[config.mk]
export PLATFORM = sky130hd
export DESIGN_NAME = emaxi_rd_engine
export DESIGN_NICKNAME = d
export VERILOG_FILES = /design/src/rtl/emaxi_rd_engine.sv
export SDC_FILE = /design/constraint.sdc
export NUM_CORES = 1
export LEC_CHECK = 0
export CORE_MARGIN = 1
export CORE_UTILIZATION = 35
export DETAILED_ROUTE_END_ITERATION = 8
export GPL_TIMING_DRIVEN = 0
export PLACE_DENSITY = 0.89
export SLEW_MARGIN = 30
export SYNTH_ARGS = -nofsm -noshare
export SYNTH_HDL_FRONTEND = slang
export SYNTH_SLANG_ARGS = --single-unit
[constraint.sdc]
create_clock -name clk -period 2.55 [get_ports clk]
set_clock_uncertainty 0.05 [all_clocks]
set_input_delay 0.51 -clock clk [delete_from_list [all_inputs] [get_ports clk]]
set_output_delay 0.51 -clock clk [all_outputs]
set_load 0.01 [all_outputs]
[src/rtl/emaxi_rd_engine.sv]
// AXI4 read master: issues requests on AR with per-slot ARIDs and tracks up to MAX_OUT bursts.
// R beats pass combinationally to the response port, tagged with slot, last and error flags.
module emaxi_rd_engine #(
  parameter int unsigned ADDR_W  = 32,
  parameter int unsigned DATA_W  = 64,
  parameter int unsigned ID_W    = 12,
  parameter int unsigned MAX_OUT = 4,
  parameter int unsigned ID_BASE = 0,
  localparam int unsigned SLOT_W = (MAX_OUT > 1) ? $clog2(MAX_OUT) : 1
) (
  input  logic                clk,
  input  logic                m_axi_aresetn,
  input  logic                req_valid,
  output logic                req_ready,
  input  logic [ADDR_W-1:0]   req_addr,
  input  logic [7:0]          req_len,
  input  logic [2:0]          req_size,
  input  logic [1:0]          req_burst,
  output logic [ID_W-1:0]     m_axi_arid,
  output logic [ADDR_W-1:0]   m_axi_araddr,
  output logic [7:0]          m_axi_arlen,
  output logic [2:0]          m_axi_arsize,
  output logic [1:0]          m_axi_arburst,
  output logic                m_axi_arlock,
  output logic [3:0]          m_axi_arcache,
  output logic [2:0]          m_axi_arprot,
  output logic [3:0]          m_axi_arqos,
  output logic                m_axi_arvalid,
  input  logic                m_axi_arready,
  input  logic [ID_W-1:0]     m_axi_rid,
  input  logic [DATA_W-1:0]   m_axi_rdata,
  input  logic [1:0]          m_axi_rresp,
  input  logic                m_axi_rlast,
  input  logic                m_axi_rvalid,
  output logic                m_axi_rready,
  output logic                rsp_valid,
  input  logic                rsp_ready,
  output logic [DATA_W-1:0]   rsp_data,
  output logic [SLOT_W-1:0]   rsp_slot,
  output logic [1:0]          rsp_resp,
  output logic                rsp_last,
  output logic                rsp_err,
  input  logic                err_clr,
  output logic                err_unexp_id,
  output logic                err_last,
  output logic [MAX_OUT-1:0]  busy,
  output logic                rd_active
);

  logic                r_arvalid;
  logic [ID_W-1:0]     r_arid;
  logic [ADDR_W-1:0]   r_araddr;
  logic [7:0]          r_arlen;
  logic [2:0]          r_arsize;
  logic [1:0]          r_arburst;
  logic [MAX_OUT-1:0]  r_busy;
  logic [8:0]          r_cnt [MAX_OUT];
  logic                r_err_unexp;
  logic                r_err_last;

  logic                w_accept;
  logic [SLOT_W-1:0]   w_alloc_slot;
  logic [31:0]         w_rid_off;
  logic                w_rid_in_rng;
  logic [SLOT_W-1:0]   w_slot;
  logic                w_hit;
  logic [8:0]          w_cnt_cur;
  logic                w_cnt_one;
  logic                w_beat;
  logic                w_free;
  logic                w_last_bad;

  assign req_ready = (~r_arvalid | m_axi_arready) & ~(&r_busy);
  assign w_accept  = req_valid & req_ready;

  // Lowest free slot; scanning downward lets the lowest index overwrite higher ones.
  always_comb begin
    w_alloc_slot = '0;
    for (int k = int'(MAX_OUT) - 1; k >= 0; k--) begin
      if (!r_busy[k]) w_alloc_slot = SLOT_W'(k);
    end
  end

  assign w_rid_off    = 32'(m_axi_rid) - ID_BASE;
  assign w_rid_in_rng = (32'(m_axi_rid) >= ID_BASE) && (w_rid_off < MAX_OUT);
  assign w_slot       = w_rid_off[SLOT_W-1:0];
  assign w_hit        = w_rid_in_rng & r_busy[w_slot];
  assign w_cnt_cur    = r_cnt[w_slot];
  assign w_cnt_one    = (w_cnt_cur == 9'd1);
  assign w_last_bad   = m_axi_rlast ^ w_cnt_one;

  assign m_axi_rready = rsp_ready & m_axi_aresetn;
  assign w_beat       = m_axi_rvalid & m_axi_rready;
  // A slot closes on the counted last beat or on an early rlast, whichever comes first.
  assign w_free       = w_beat & w_hit & (w_cnt_one | m_axi_rlast);

  assign rsp_valid = m_axi_rvalid;
  assign rsp_data  = m_axi_rdata;
  assign rsp_resp  = m_axi_rresp;
  assign rsp_slot  = w_slot;
  assign rsp_last  = w_hit & w_cnt_one;
  assign rsp_err   = m_axi_rvalid & (~w_hit | w_last_bad);

  always_ff @(posedge clk or negedge m_axi_aresetn) begin
    if (!m_axi_aresetn) begin
      r_arvalid   <= 1'b0;
      r_arid      <= '0;
      r_araddr    <= '0;
      r_arlen     <= '0;
      r_arsize    <= '0;
      r_arburst   <= '0;
      r_busy      <= '0;
      r_err_unexp <= 1'b0;
      r_err_last  <= 1'b0;
      for (int k = 0; k < int'(MAX_OUT); k++) r_cnt[k] <= '0;
    end else begin
      if (w_accept) begin
        r_arvalid <= 1'b1;
        r_arid    <= ID_W'(ID_BASE) + ID_W'(w_alloc_slot);
        r_araddr  <= req_addr;
        r_arlen   <= req_len;
        r_arsize  <= req_size;
        r_arburst <= req_burst;
      end else if (m_axi_arready) begin
        r_arvalid <= 1'b0;
      end
      // Allocation only targets idle slots, so it never collides with a free.
      for (int k = 0; k < int'(MAX_OUT); k++) begin
        if (w_accept && (w_alloc_slot == SLOT_W'(k))) begin
          r_busy[k] <= 1'b1;
          r_cnt[k]  <= {1'b0, req_len} + 9'd1;
        end else if (w_beat && w_hit && (w_slot == SLOT_W'(k))) begin
          if (w_free) begin
            r_busy[k] <= 1'b0;
            r_cnt[k]  <= '0;
          end else begin
            r_cnt[k]  <= w_cnt_cur - 9'd1;
          end
        end
      end
      r_err_unexp <= (r_err_unexp & ~err_clr) | (w_beat & ~w_hit);
      r_err_last  <= (r_err_last & ~err_clr) | (w_beat & w_hit & w_last_bad);
    end
  end

  assign m_axi_arvalid = r_arvalid;
  assign m_axi_arid    = r_arid;
  assign m_axi_araddr  = r_araddr;
  assign m_axi_arlen   = r_arlen;
  assign m_axi_arsize  = r_arsize;
  assign m_axi_arburst = r_arburst;
  assign m_axi_arlock  = 1'b0;
  assign m_axi_arcache = 4'b0011;
  assign m_axi_arprot  = 3'b000;
  assign m_axi_arqos   = 4'b0000;
  assign busy          = r_busy;
  assign rd_active     = |r_busy;
  assign err_unexp_id  = r_err_unexp;
  assign err_last      = r_err_last;

endmodule
==> impl_metrics.ini <==
[status]
outcome = finished, violations left
violations = setup timing

[floorplan]
core_area_um2 = 13880
num_rows = 43
ios = 281
die_area_um2 = 14750
die_height_um = 121.4
die_x_um = 121.4
start_util_pct = 35.97

[yosys]
yosys.area_share.adder_pct = 1.002
syn_inst = 448
synthesis.area_um2 = 4994
synthArstFlopShare_pct = 100.0
yosys.area_share.simple_pct = 9.496
synth_top_family_by_area = buffers and inverters
yosysTopAreaCell = dfrtp_1
syn_avg_cell_area_um2 = 11.15
synth_seq_cells = 90
synth.top_cell.area_share_pct = 45.10
synth_area_leaders = dfrtp_1 (45%), buf_4 (14%), mux2_2 (10%)
synth-edff-count = 0
synth-seq-area-share_pct = 45.10
synth_top_flop_cell = dfrtp_1
synth_warnings = 0
yosysUniqueCellTypes = 48
synth-compound-area-share_pct = 10.62
synth_xor_area_share_pct = 2.430
synthMuxAreaShare_pct = 14.96

[pwr]
p_switching_mw = 2.406
combPwrFrac_pct = 47.0
clkPwrFrac_pct = 18.6
power.total_mw = 7.177
peakVddDrop_mv = 0.6379
netSwitchingFraction_pct = 33.52
power_leakage_nw = 3.342
p_int_mw = 4.772
powerDensity_nw_per_um2 = 933.9
seq_power_share_pct = 34.4

[place]
finalWeightedCongestion = 0.8827
io_buffer_count = 190
dpl.hpwl_um = 10500
dpl_cell_area_um2 = 7251

[final_layout]
multi_input_area_um2 = 2091
fill_cells = 1173
final_core_util_pct = 55.36
drive_above_1_share_pct = 30.06
n_antenna_cell = 0
area_delta_synth_final_pct = 53.90
regArea_um2 = 2252
design_area_um2 = 7685
nNetsFinal = 813

[sta]
fin_ws_ns = -0.5234
tightest_slew_ns = 0.9534
slew_violations = 0
finalCritPeriodShare_pct = 120.5
fin_crit_ns = 3.073
fmax_mhz = 325.4
rsz0062_at_grt = true
slew_headroom_pct = 35.95
hold_slack_ns = 0.06001
setup_viol = 2
finalHoldViolCount = 0

[route]
firstDrtPassIters = 5
wire_per_inst_um = 16.00
drc = 0
drt-vias-per-instance = 4.947
wirelength_um = 13790
drtIter0Drc = 280
num_vias = 4264
ant_nets = 0

[setup_path]
max_stage_delay_ns = 0.52
cp.arrival_ns = 2.51
path_cells = mux4_2 > nor4_4 > nand4b_1 > buf_4 > ha_4 > inv_2 > a21boi_2 > buf_2
critical_path_buf_inv_count = 3
critPathTopFamily = simple AND/OR/NAND/NOR gates
crit_path_start_kind = flip-flop
crit_slowest_cell = mux4_2
worstPathMaxFanout = 2
cp.required_ns = 1.99
cp-end-kind = primary output
critPathKind = reg -> out

[clock_network]
cts_buffer_depth = 2
cts_tree = built
cts-htree-levels = 3
root_buffer = clkbuf_16
cts_num_sinks = 90
numCtsBuffers = 9
clk_pin_slew_ns = 0.07
clock_latency_ns = 0.34

[grt]
grtUsageTotal_pct = 18.71
grt_pass1_wl_um = 21210
first_global_vias = 4236
grt_max_degree = 66
grt_overflow = 0
antenna_found_initial = 0

[min_path]
hp-class = in -> async

[job]
max_cap_violations = 0
## kinds of logic after synthesis
logic type | Yosys count
buffers and inverters | 119
AND/OR/NAND/NOR | 92
flip-flops | 90
AO/OA/AOI/OAI | 73
multiplexers | 55
XOR/XNOR | 13
adder cells (fa/ha/maj) | 4
other | 2
## synth_stat cells, types with 2 or more instances
library cell / count
a221o_1: 7
nand3b_1: 2
nor4_1: 4
a31oi_2: 5
mux4_2: 6
inv_1: 10
nor2b_1: 4
nor2_1: 20
dfrtp_1: 90
nor3_1: 2
a22oi_1: 12
xnor2_1: 4
nand4b_1: 2
and3_1: 2
nand2_1: 30
and4_1: 2
o21ai_1: 5
o21ai_0: 22
conb_1: 2
nand3_1: 10
a2bb2oi_1: 4
a21oi_1: 4
buf_4: 92
buf_6: 2
ha_1: 4
o221ai_1: 8
or3_1: 3
buf_1: 10
mux4_1: 4
nand3_2: 2
nand2b_1: 4
mux2_2: 45
buf_2: 3
xor2_1: 8
## final timing paths
path,start,endpoint,slack [ns],depth (start not counted)
worst max-delay path,r_cnt[11],rsp_err,-0.52,8
worst min-delay path,m_axi_aresetn,m_axi_araddr[30],0.06,2
worst max register to register,r_cnt[11],busy[0],0.03,9
worst min register to register,r_cnt[2],r_cnt[2],0.44,2
max in group asynchronous,m_axi_aresetn,r_cnt[7],2.05,2
min in group clk,r_cnt[2],r_cnt[2],0.44,2
## metrics by stage
step | cells | setup slack [ns] | setup TNS (ns)
after floorplan | 468 | -0.2055 | -0.2055
after global placement | 838 | -3.598 | -365.38
after detailed placement | 839 | -1.094 | -30.89
after CTS | 861 | -0.4968 | -0.6780
after global routing | 862 | -0.6303 | -1.254
final | 862 | -0.5234 | -0.7332
## worst register-to-register path: cells and delay by family (launching register included)
family,cells,cell delay [ns]
muxes,1,0.52
AOI/OAI and AO/OA,1,0.21
DFF,1,0.39
and+or+nand+nor,4,0.77
buffers and inverters,2,0.28
adders and majority gates,1,0.18
## power by group through the flow
stage | sequential, mW | clock [mW] | combinational (mW)
after CTS | 2.45 | 1.35 | 3.32
after global placement | 2.43 | 0 | 3.13
after global routing | 2.54 | 1.42 | 3.63
final | 2.47 | 1.34 | 3.38
after detailed placement | 2.47 | 0 | 3.23
after floorplan | 2.58 | 0 | 1.57
## sequential cells by signal (all words and copies together) (netlist names)
name	count
r_cnt	36
m_axi_araddr	32
m_axi_arlen	8
busy	4
m_axi_arsize	3
m_axi_arburst	2
m_axi_arid	2
err_last	1
err_unexp_id	1
m_axi_arvalid	1
## routing by layer
| layer | GRT usage, % | wire, µm | vias up |
|---|---|---|---|
| met5 | 0 | 0 | - |
| met4 | 6.867 | 245 | 0 |
| met3 | 7.237 | 1573 | 24 |
| met2 | 32.95 | 7074 | 253 |
| met1 | 20.16 | 4897 | 2044 |
| li1 | - | - | 1943 |
## area by class of cell
type	count	share of cell area (%)
Timing Repair Buffer	199	25.94
Inverter	11	0.5373
Multi-Input combinational cell	259	27.21
Clock buffer	10	2.979
Clock inverter	5	0.8303
Sequential cell	90	29.31
Buffer	108	10.27
Tap cell	180	2.931
## layout by cell type (no fill, tap or decap), types with 5 or more instances in the layout
cell type        count
nand3_1              9
nor2_1              20
inv_1                8
buf_2                5
dfrtp_1             90
mux4_2               8
xor2_1               8
a22oi_1             12
clkbuf_16            9
a221o_1              7
o21ai_1             12
a31oi_2              5
buf_1                8
clkdlybuf4s50_1    187
buf_4              100
o21ai_0             15
nand2_1             25
conb_1              22
o221ai_1             8
mux2_2              45
## repair_timing
item | CTS | global route
setup endpoints to repair | 43 | 38
gates resized for setup | 15 | 22
endpoints found under the hold margin | 27 | 0
hold buffers | 1 | 0
setup buffers | 7 | 1
pin swaps | 4 | 1
Note: power is estimated with default switching activity, not from simulation.
